===== src/rtl/vwb_pkg.sv =====
// Shared types and constants for the vector writeback collector.
// SAT_POS/SAT_NEG are the saturation limits at the default element width.
package vwb_pkg;

    localparam int DEF_LANES = 16;
    localparam int DEF_WIDTH = 16;
    localparam int DEF_NREG  = 8;

    localparam logic [DEF_WIDTH-1:0] SAT_POS = {1'b0, {(DEF_WIDTH-1){1'b1}}};
    localparam logic [DEF_WIDTH-1:0] SAT_NEG = {1'b1, {(DEF_WIDTH-1){1'b0}}};

    typedef enum logic [1:0] {
        IDLE    = 2'd0,
        COLLECT = 2'd1,
        WRITE   = 2'd2,
        DONE    = 2'd3
    } vwb_state_t;

endpackage


===== src/rtl/vwb_collect_if.sv =====
// Bundle between the adder/sequencer side (master) and the collector (slave).
// Carries the command, element stream, register-file write port and status.
interface vwb_collect_if
    import vwb_pkg::*;
#(
    parameter int LANES = DEF_LANES,
    parameter int WIDTH = DEF_WIDTH,
    parameter int NREG  = DEF_NREG
);
    logic                     cmd_start;
    logic [$clog2(NREG)-1:0]  cmd_vreg;
    logic                     abort;
    logic                     in_valid;
    logic [WIDTH-1:0]         in_data;
    logic                     in_ov;
    logic                     in_sign;
    logic                     in_ready;
    logic                     rf_we;
    logic [$clog2(NREG)-1:0]  rf_vreg;
    logic [$clog2(LANES)-1:0] rf_elem;
    logic [WIDTH-1:0]         rf_wdata;
    logic                     V;
    logic                     busy;
    logic                     done;

    modport master (
        output cmd_start, cmd_vreg, abort, in_valid, in_data, in_ov, in_sign,
        input  in_ready, rf_we, rf_vreg, rf_elem, rf_wdata, V, busy, done
    );

    modport slave (
        input  cmd_start, cmd_vreg, abort, in_valid, in_data, in_ov, in_sign,
        output in_ready, rf_we, rf_vreg, rf_elem, rf_wdata, V, busy, done
    );
endinterface


===== src/rtl/vwb_buf.sv =====
// LANES x WIDTH element buffer: one write port, asynchronous read port.
// No reset; contents are only meaningful after a full vector is collected.
module vwb_buf #(
    parameter int LANES = 16,
    parameter int WIDTH = 16
) (
    input  logic                     clk,
    input  logic                     we,
    input  logic [$clog2(LANES)-1:0] widx,
    input  logic [WIDTH-1:0]         wdata,
    input  logic [$clog2(LANES)-1:0] ridx,
    output logic [WIDTH-1:0]         rdata
);
    localparam int EW = $clog2(LANES);

    logic [WIDTH-1:0] r_mem [LANES];

    genvar gi;
    generate
        for (gi = 0; gi < LANES; gi++) begin : g_lane
            always_ff @(posedge clk) begin
                if (we && (widx == EW'(gi))) begin
                    r_mem[gi] <= wdata;
                end
            end
        end
    endgenerate

    assign rdata = r_mem[ridx];

endmodule


===== src/rtl/vwb_collect.sv =====
// Vector writeback collector: buffers one vector from the serial adder, then
// commits it to the register file one element per cycle. Option: VWB_SAT_EN.
module vwb_collect
    import vwb_pkg::*;
#(
    parameter int LANES = DEF_LANES,
    parameter int WIDTH = DEF_WIDTH,
    parameter int NREG  = DEF_NREG
) (
    input  logic         Clk,
    input  logic         Rst_n,
    vwb_collect_if.slave bus
);
    localparam int EW = $clog2(LANES);
    localparam int VW = $clog2(NREG);
    localparam logic [EW-1:0] LAST = EW'(LANES - 1);

    vwb_state_t       r_state;
    logic [EW-1:0]    r_cnt;
    logic [EW-1:0]    r_wcnt;
    logic [VW-1:0]    r_vreg;
    logic             r_v;
    logic             r_ready;
    logic             r_we;
    logic             r_busy;
    logic             r_done;
    logic             w_accept;
    logic [WIDTH-1:0] w_store;
    logic [WIDTH-1:0] w_rdata;

    // An element arriving together with abort is dropped, never stored.
    assign w_accept = (r_state == COLLECT) && bus.in_valid && !bus.abort;

`ifdef VWB_SAT_EN
    localparam logic [WIDTH-1:0] L_SAT_POS = {1'b0, {(WIDTH-1){1'b1}}};
    localparam logic [WIDTH-1:0] L_SAT_NEG = {1'b1, {(WIDTH-1){1'b0}}};
    assign w_store = !bus.in_ov ? bus.in_data : (bus.in_sign ? L_SAT_NEG : L_SAT_POS);
`else
    logic w_unused_sign;
    assign w_unused_sign = bus.in_sign;
    assign w_store       = bus.in_data;
`endif

    vwb_buf #(
        .LANES (LANES),
        .WIDTH (WIDTH)
    ) u_buf (
        .clk   (Clk),
        .we    (w_accept),
        .widx  (r_cnt),
        .wdata (w_store),
        .ridx  (r_wcnt),
        .rdata (w_rdata)
    );

    always_ff @(posedge Clk) begin
        if (!Rst_n) begin
            r_state <= IDLE;
            r_cnt   <= '0;
            r_wcnt  <= '0;
            r_vreg  <= '0;
            r_v     <= 1'b0;
            r_ready <= 1'b0;
            r_we    <= 1'b0;
            r_busy  <= 1'b0;
            r_done  <= 1'b0;
        end else begin
            case (r_state)
                IDLE: begin
                    if (bus.cmd_start) begin
                        r_state <= COLLECT;
                        r_vreg  <= bus.cmd_vreg;
                        r_cnt   <= '0;
                        r_v     <= 1'b0;
                        r_ready <= 1'b1;
                        r_busy  <= 1'b1;
                    end
                end
                COLLECT: begin
                    if (bus.abort) begin
                        r_state <= IDLE;
                        r_cnt   <= '0;
                        r_v     <= 1'b0;
                        r_ready <= 1'b0;
                        r_busy  <= 1'b0;
                    end else if (bus.in_valid) begin
                        r_v <= r_v | bus.in_ov;
                        if (r_cnt == LAST) begin
                            r_state <= WRITE;
                            r_cnt   <= '0;
                            r_wcnt  <= '0;
                            r_ready <= 1'b0;
                            r_we    <= 1'b1;
                        end else begin
                            r_cnt <= r_cnt + 1'b1;
                        end
                    end
                end
                WRITE: begin
                    if (r_wcnt == LAST) begin
                        r_state <= DONE;
                        r_wcnt  <= '0;
                        r_we    <= 1'b0;
                        r_done  <= 1'b1;
                    end else begin
                        r_wcnt <= r_wcnt + 1'b1;
                    end
                end
                DONE: begin
                    r_state <= IDLE;
                    r_done  <= 1'b0;
                    r_busy  <= 1'b0;
                end
                default: begin
                    r_state <= IDLE;
                    r_ready <= 1'b0;
                    r_we    <= 1'b0;
                    r_busy  <= 1'b0;
                    r_done  <= 1'b0;
                end
            endcase
        end
    end

    assign bus.in_ready = r_ready;
    assign bus.rf_we    = r_we;
    assign bus.rf_vreg  = r_vreg;
    assign bus.rf_elem  = r_wcnt;
    assign bus.rf_wdata = r_we ? w_rdata : '0;
    assign bus.V        = r_v;
    assign bus.busy     = r_busy;
    assign bus.done     = r_done;

endmodule


===== src/flat_wrapper.sv =====
// flat-port wrapper written by rule: the top's interface ports become plain ports
module vwb_collect_flat import vwb_pkg::*;
#(
    parameter int LANES = DEF_LANES,
    parameter int WIDTH = DEF_WIDTH,
    parameter int NREG  = DEF_NREG
)
  (Clk, Rst_n, bus_cmd_start, bus_cmd_vreg, bus_abort, bus_in_valid, bus_in_data, bus_in_ov, bus_in_sign, bus_in_ready, bus_rf_we, bus_rf_vreg, bus_rf_elem, bus_rf_wdata, bus_V, bus_busy, bus_done);
  vwb_collect_if #(.LANES(LANES), .WIDTH(WIDTH), .NREG(NREG)) bus_i ();
  input  logic Clk;
  input  logic Rst_n;
  input wire logic [$bits(bus_i.cmd_start)-1:0] bus_cmd_start;
  input wire logic [$bits(bus_i.cmd_vreg)-1:0] bus_cmd_vreg;
  input wire logic [$bits(bus_i.abort)-1:0] bus_abort;
  input wire logic [$bits(bus_i.in_valid)-1:0] bus_in_valid;
  input wire logic [$bits(bus_i.in_data)-1:0] bus_in_data;
  input wire logic [$bits(bus_i.in_ov)-1:0] bus_in_ov;
  input wire logic [$bits(bus_i.in_sign)-1:0] bus_in_sign;
  output wire logic [$bits(bus_i.in_ready)-1:0] bus_in_ready;
  output wire logic [$bits(bus_i.rf_we)-1:0] bus_rf_we;
  output wire logic [$bits(bus_i.rf_vreg)-1:0] bus_rf_vreg;
  output wire logic [$bits(bus_i.rf_elem)-1:0] bus_rf_elem;
  output wire logic [$bits(bus_i.rf_wdata)-1:0] bus_rf_wdata;
  output wire logic [$bits(bus_i.V)-1:0] bus_V;
  output wire logic [$bits(bus_i.busy)-1:0] bus_busy;
  output wire logic [$bits(bus_i.done)-1:0] bus_done;
  assign bus_i.cmd_start = bus_cmd_start;
  assign bus_i.cmd_vreg = bus_cmd_vreg;
  assign bus_i.abort = bus_abort;
  assign bus_i.in_valid = bus_in_valid;
  assign bus_i.in_data = bus_in_data;
  assign bus_i.in_ov = bus_in_ov;
  assign bus_i.in_sign = bus_in_sign;
  assign bus_in_ready = bus_i.in_ready;
  assign bus_rf_we = bus_i.rf_we;
  assign bus_rf_vreg = bus_i.rf_vreg;
  assign bus_rf_elem = bus_i.rf_elem;
  assign bus_rf_wdata = bus_i.rf_wdata;
  assign bus_V = bus_i.V;
  assign bus_busy = bus_i.busy;
  assign bus_done = bus_i.done;
  vwb_collect #(.LANES(LANES), .WIDTH(WIDTH), .NREG(NREG)) u_core (.Clk(Clk), .Rst_n(Rst_n), .bus(bus_i));
endmodule

===== config.mk =====
export PLATFORM = sky130hd
export DESIGN_NAME = vwb_collect_flat
export DESIGN_NICKNAME = d
export VERILOG_FILES = /design/src/rtl/vwb_pkg.sv /design/src/rtl/vwb_collect_if.sv /design/src/rtl/vwb_buf.sv /design/src/rtl/vwb_collect.sv /design/src/flat_wrapper.sv
export SDC_FILE = /design/constraint.sdc
export NUM_CORES = 1
export LEC_CHECK = 0
export CAP_MARGIN = 0
export CORE_MARGIN = 5
export CORE_UTILIZATION = 64
export CTS_CLUSTER_DIAMETER = 50
export CTS_CLUSTER_SIZE = 40
export DETAILED_ROUTE_END_ITERATION = 7
export GPL_TIMING_DRIVEN = 0
export PLACE_DENSITY = 0.84
export REMOVE_ABC_BUFFERS = 1
export SLEW_MARGIN = 20
export SYNTH_ARGS = -nofsm -noshare
export SYNTH_HDL_FRONTEND = slang
export SYNTH_SLANG_ARGS = --single-unit

===== constraint.sdc =====
create_clock -name Clk -period 3.8 [get_ports Clk]
set_input_delay 0.57 -clock Clk [delete_from_list [all_inputs] [get_ports Clk]]
set_output_delay 0.57 -clock Clk [all_outputs]
set_load 0.05 [all_outputs]

; Word-level counts from Yosys, hierarchy flattened
; Memories as Yosys holds them, arrays and structs flattened. A register that Yosys moved wholly into a read port is not among the register bits.
; Index checks and enable logic that the tools add are counted.
[totals]
out_inout_bits = 28
register_bits = 18
input_bits = 26
mem_bits_rw = 256
memories = 1
elab_cells = 202
[classes]
bitwise = 1
n_eq_ne = 27
n_mux = 114
reduce_logical = 48
n_addsub = 2
[memory_table]
columns = name, depth, width, rd, rd_clocked_by_memory_dff, write_ports, line
row1 = u_core.u_buf.r_mem, 16, 16, 1, 1, 1, vwb_buf.sv:16  ; logic [WIDTH-1:0] r_mem [LANES];
[op_table]
columns = cell, count
row1 = $mux 16, 16
row2 = $reduce_or 16->1, 15
row3 = $mux 4, 25
row4 = $mux 1, 60
row5 = $eq 4x4->1 const B, 9
row6 = $logic_and 1x1->1, 18
row7 = $eq 4x3->1 const B, 4
row8 = $pmux 4 s2, 2
row9 = $reduce_and 4->1, 3
row10 = $mux 2, 5
row11 = $ne 2x2->1 const B, 5
row12 = $add 4x1->4 const B, 2
row13 = $eq 4x2->1 const B, 2
row14 = $pmux 1 s2, 4
row15 = $pmux 2 s4, 1
row16 = $ne 3x3->1 const B, 2
row17 = $reduce_and 3->1, 2
row18 = $reduce_bool 2->1, 3
row19 = $reduce_and 5->1, 1
row20 = $eq 2x2->1 const B, 2
row21 = $eq 4x1->1 const B, 1
row22 = $logic_not 4->1, 1
row23 = $reduce_and 2->1, 2
row24 = $pmux 1 s3, 1
row25 = other kinds (6), 6

; Logic depth before layout (Yosys ltp)
[depth]
word_depth = 22
depth_mapped = 7
depth_no_buf = 5

; By module
; From an unflattened synthesis, not the netlist that was laid out.
[unflattened]
cells_unflattened = 531
area_unflattened_um2 = 10734.0
[by_module_without_submodules]
columns = module, cells_each, area_per_inst_um2, n_inst, seq_area_each_um2
row1 = vwb_buf, 416, 9768.1, 1, 7687.4
row2 = vwb_collect, 115, 965.9, 1, 360.3

; Worst setup path after synthesis
; Ideal clock, no wire load.
[synth_path]
kind = register to output
start = register u_core.r_we, in the netlist u_core.bus.rf_we
end = output bus_rf_wdata[10]
t_required_ps = 3230
arrival_ps = 2192
stages_incl_launch_ff = 6
setup_slack_ps = 1038
n_path_buf = 2
cell_sequence = dfxtp_1 > nor2b_1 > clkbuf_1 > clkbuf_1 > nand2_1 > o22ai_1
[synth_between]
elab_chain_len = 1
[synth_rtl]
columns = item, line
row1 = "start, declared", vwb_collect.sv:24  ; logic r_we;
row2 = "start signal, assigned", vwb_collect.sv:64  ; r_we <= 1'b0;
row3 = "start signal, assigned", vwb_collect.sv:93  ; r_we <= 1'b1;
row4 = "start signal, assigned", vwb_collect.sv:103  ; r_we <= 1'b0;
row5 = $mux 16, vwb_collect.sv:129  ; assign bus.rf_wdata = r_we ? w_rdata : '0;
row6 = "end, declared", flat_wrapper.sv:23  ; output wire logic [$bits(bus_i.rf_wdata)-1:0] bus_rf_wdata;
; No other way between the ends.

==> results.ini <==
[power_and_ir_drop]
combPwrFrac_pct=2.0
p_sw_mw=1.25
p_int_mw=4.62
clkPwrFrac_pct=41.0
power_leakage_nw=3.89
switching_share_pct=21.3
irDropWorstVdd_v=0.000386
power_density_nw_per_um2=465
finalPower_mw=5.87
p_seq_share_pct=57.0

[job]
drv_cap=0

[synth]
synth_seq_cells=278
synth_top_flop_cell=edfxtp_1
synth_edf_count=256
synthMuxAreaShare_pct=12.0
synthAdderAreaFrac_pct=0.572
synth_common_cells=edfxtp_1, mux2i_1, a22oi_1
synth_async_sr_flop_share_pct=0
syn-instance-count=646
synth_top_area_share_pct=70.3
yosysWarnings=0
synth-simple-area-share_pct=4.13
yosysTopAreaCell=edfxtp_1
yosysSeqAreaShare_pct=74.3
synth_top_family_by_area=multiplexers
syn_avg_cell_area_um2=16.9
synth_xor_area_share_pct=0.160
netlist_top_cells_area=edfxtp_1, mux2i_1, dfxtp_1, a22oi_1, mux4_2
synth.most_common_cell=edfxtp_1
synth_compound_area_share_pct=6.63
synth_cell_types=40
synth_area_um2=10900

[die]
start_util_pct=65.5
dieHeight_um=141
core_um2=16700
die-width_um=141
die-area_um2=19800
ioPinCount=54
core.rowCount=47

[grt]
antenna_found_initial=0
overflow=0
grt_pass1_wl_mm=35.4
grt_pass1_vias=6148
grt_usage_pct=23.9
grt_max_degree=46

[layout]
fillers=933
diodes=0
seq_area_um2=8140
area_growth_pct=15.4
nNetsFinal=735
multi_input_area_um2=2690
drive_gt1_share_pct=13.1
stdcell_area_um2=12600

[routing]
drc_errors=0
wl_mm=23.8
drt-initial-drc-count=603
avgViaCountPerCell=6.43
antenna_left=0
avgRoutedWirePerCell_um=25.3
dr_total_vias=6034
firstDrtPassIters=5

[timing]
period_minus_slack_ps=3630
worstMarginPinSlew_ps=885
max_freq_mhz=275
rsz0062_at_grt=no
fin_crit_sh_pct=95.6
final_max_slew_viol_count=0
hold_viol=0
hold_ws_ps=503
final.setup_skew_ps=24.5
slew_headroom_pct=40.7
setup_viol=0

[clock_tree]
cts_sinks=278
clk_pin_slew_ps=100
numCtsBuffers=20
cts_buffer_depth=3
clock_latency_ps=520
clock-root-buffer=clkbuf_16
htreeDepth=1
cts_tree=done

[critical_path]
cp_cell_sequence=buf_12, buf_16, mux4_2, nor2_1, o22ai_1, dlygate4sd2_1
arrival_ps=3060
crit_type=reg -> out
cp_max_fo=45
cp-end-kind=primary output
required_ps=3230
path_buf_inv=3
slowest_stage=dfxtp_4
cp_top_family=buffers and inverters
cp-start-kind=flip-flop
cp_slowest_stage_delay_ps=660

[place]
gp_congestion=0.757
numPortBuffers=52
hpwl_mm=13.4
post_dp_cell_area_um2=11800

[min_path]
hold_path.class=reg -> reg

[outcome]
outcome=complete, no violations

==> flip-flops by register name, summed over array words and instances, names as in the netlist, named ones only <==
signal,count
u_core.bus.done,1
u_core.r_state,1
u_core.r_cnt,4
u_core.bus.busy,1
u_core.bus.rf_we,1
u_core.bus.in_ready,1
u_core.bus.V,1
u_core.u_buf.r_mem,256
u_core.bus.rf_vreg,3
u_core.bus.rf_elem,4
==> cell families (layout without fill, tap and decap cells) <==
logic type | Yosys count | after routing
flip-flops | 278 | 278
multiplexers | 114 | 114
AO/OA/AOI/OAI | 106 | 106
AND/OR/NAND/NOR | 101 | 102
buffers and inverters | 40 | 111
adder cells (fa/ha/maj) | 5 | 5
XOR/XNOR | 2 | 2
==> power by group through the flow <==
stage               combinational, mW  sequential (mW)  clock [mW]
floorplan                      0.0248             3.43           0
global route                    0.125             3.35        2.55
global placement                0.105             3.42           0
finish                          0.115             3.35        2.40
detailed placement              0.114             3.42           0
CTS                             0.115             3.35        2.41
==> layout make-up <==
| cell class | count | area share [%] |
|---|---|---|
| sequential | 278 | 64.5 |
| multi-input combinational | 329 | 21.3 |
| timing repair buffer | 69 | 5.82 |
| clock buffer | 21 | 4.16 |
| tap | 220 | 2.18 |
| clock inverter | 15 | 1.85 |
| inverter | 6 | 0.178 |
==> per-layer routing <==
metal  up-vias  wire (um)  track usage [%]
met3        63       1930             3.69
met2       302      11800             40.4
li1       2663          -                -
met5         -          0                0
met4         0        824             8.67
met1      3006       9170             31.9
==> tightest hold or removal path, stage by stage, from the launching register on <==
cell and delay, ps:
dfxtp_1 330, o21ai_0 70, a21oi_1 60
==> placed cells by master, fill, tap and decap left out, drive strengths merged, types with 2 or more instances in the layout <==
| cell type | count |
|---|---|
| o22ai | 9 |
| buf | 17 |
| o21a | 3 |
| and2 | 2 |
| and2b | 2 |
| edfxtp | 256 |
| nor3 | 9 |
| xor2 | 2 |
| inv | 14 |
| dfxtp | 22 |
| nor2 | 30 |
| nand3 | 4 |
| mux2i | 100 |
| and3 | 3 |
| mux4 | 14 |
| clkinv | 3 |
| clkdlybuf4s50 | 45 |
| a211oi | 4 |
| dlygate4sd2 | 5 |
| clkinvlp | 2 |
| nand2 | 40 |
| a22oi | 51 |
| nor2b | 3 |
| bufinv | 2 |
| nand2b | 6 |
| o211ai | 5 |
| ha | 5 |
| a21oi | 15 |
| o21ai | 12 |
| clkbuf | 22 |
==> what timing repair did <==
action / CTS / global route
resized for setup: 10 / 3
gates cloned: 0 / 1
endpoints found under the hold margin: 0 / 0
pin swaps: 0 / 0
setup endpoints to repair: 16 / 3
setup buffers: 1 / 0
hold buffers: 0 / 0
==> final timing paths <==
check	start	end	slack (ps)	cells after the start
worst min-delay path	u_core.bus.in_ready	u_core.bus.in_ready	500	2
worst max-delay path	flip-flop	bus_rf_wdata[9]	170	6
worst min register to register	u_core.bus.in_ready	u_core.bus.in_ready	500	2
worst max register to register	u_core.r_state[0]	u_core.u_buf.r_mem[0][6]	1090	5
==> per-stage QoR <==
| stage | util, % | setup slack, ps | TNS (ps) | instances |
|---|---|---|---|---|
| CTS | 75.5 | 77.9 | 0 | 937 |
| floorplan | - | -2340 | -34770 | 612 |
| detailed placement | 70.9 | -166 | -166 | 900 |
| global route | 75.6 | 17.1 | 0 | 938 |
| global placement | 69.0 | -3750 | -89960 | 884 |
| finish | 75.6 | 169 | 0 | 938 |
Note: power is estimated with default switching activity, not from simulation.
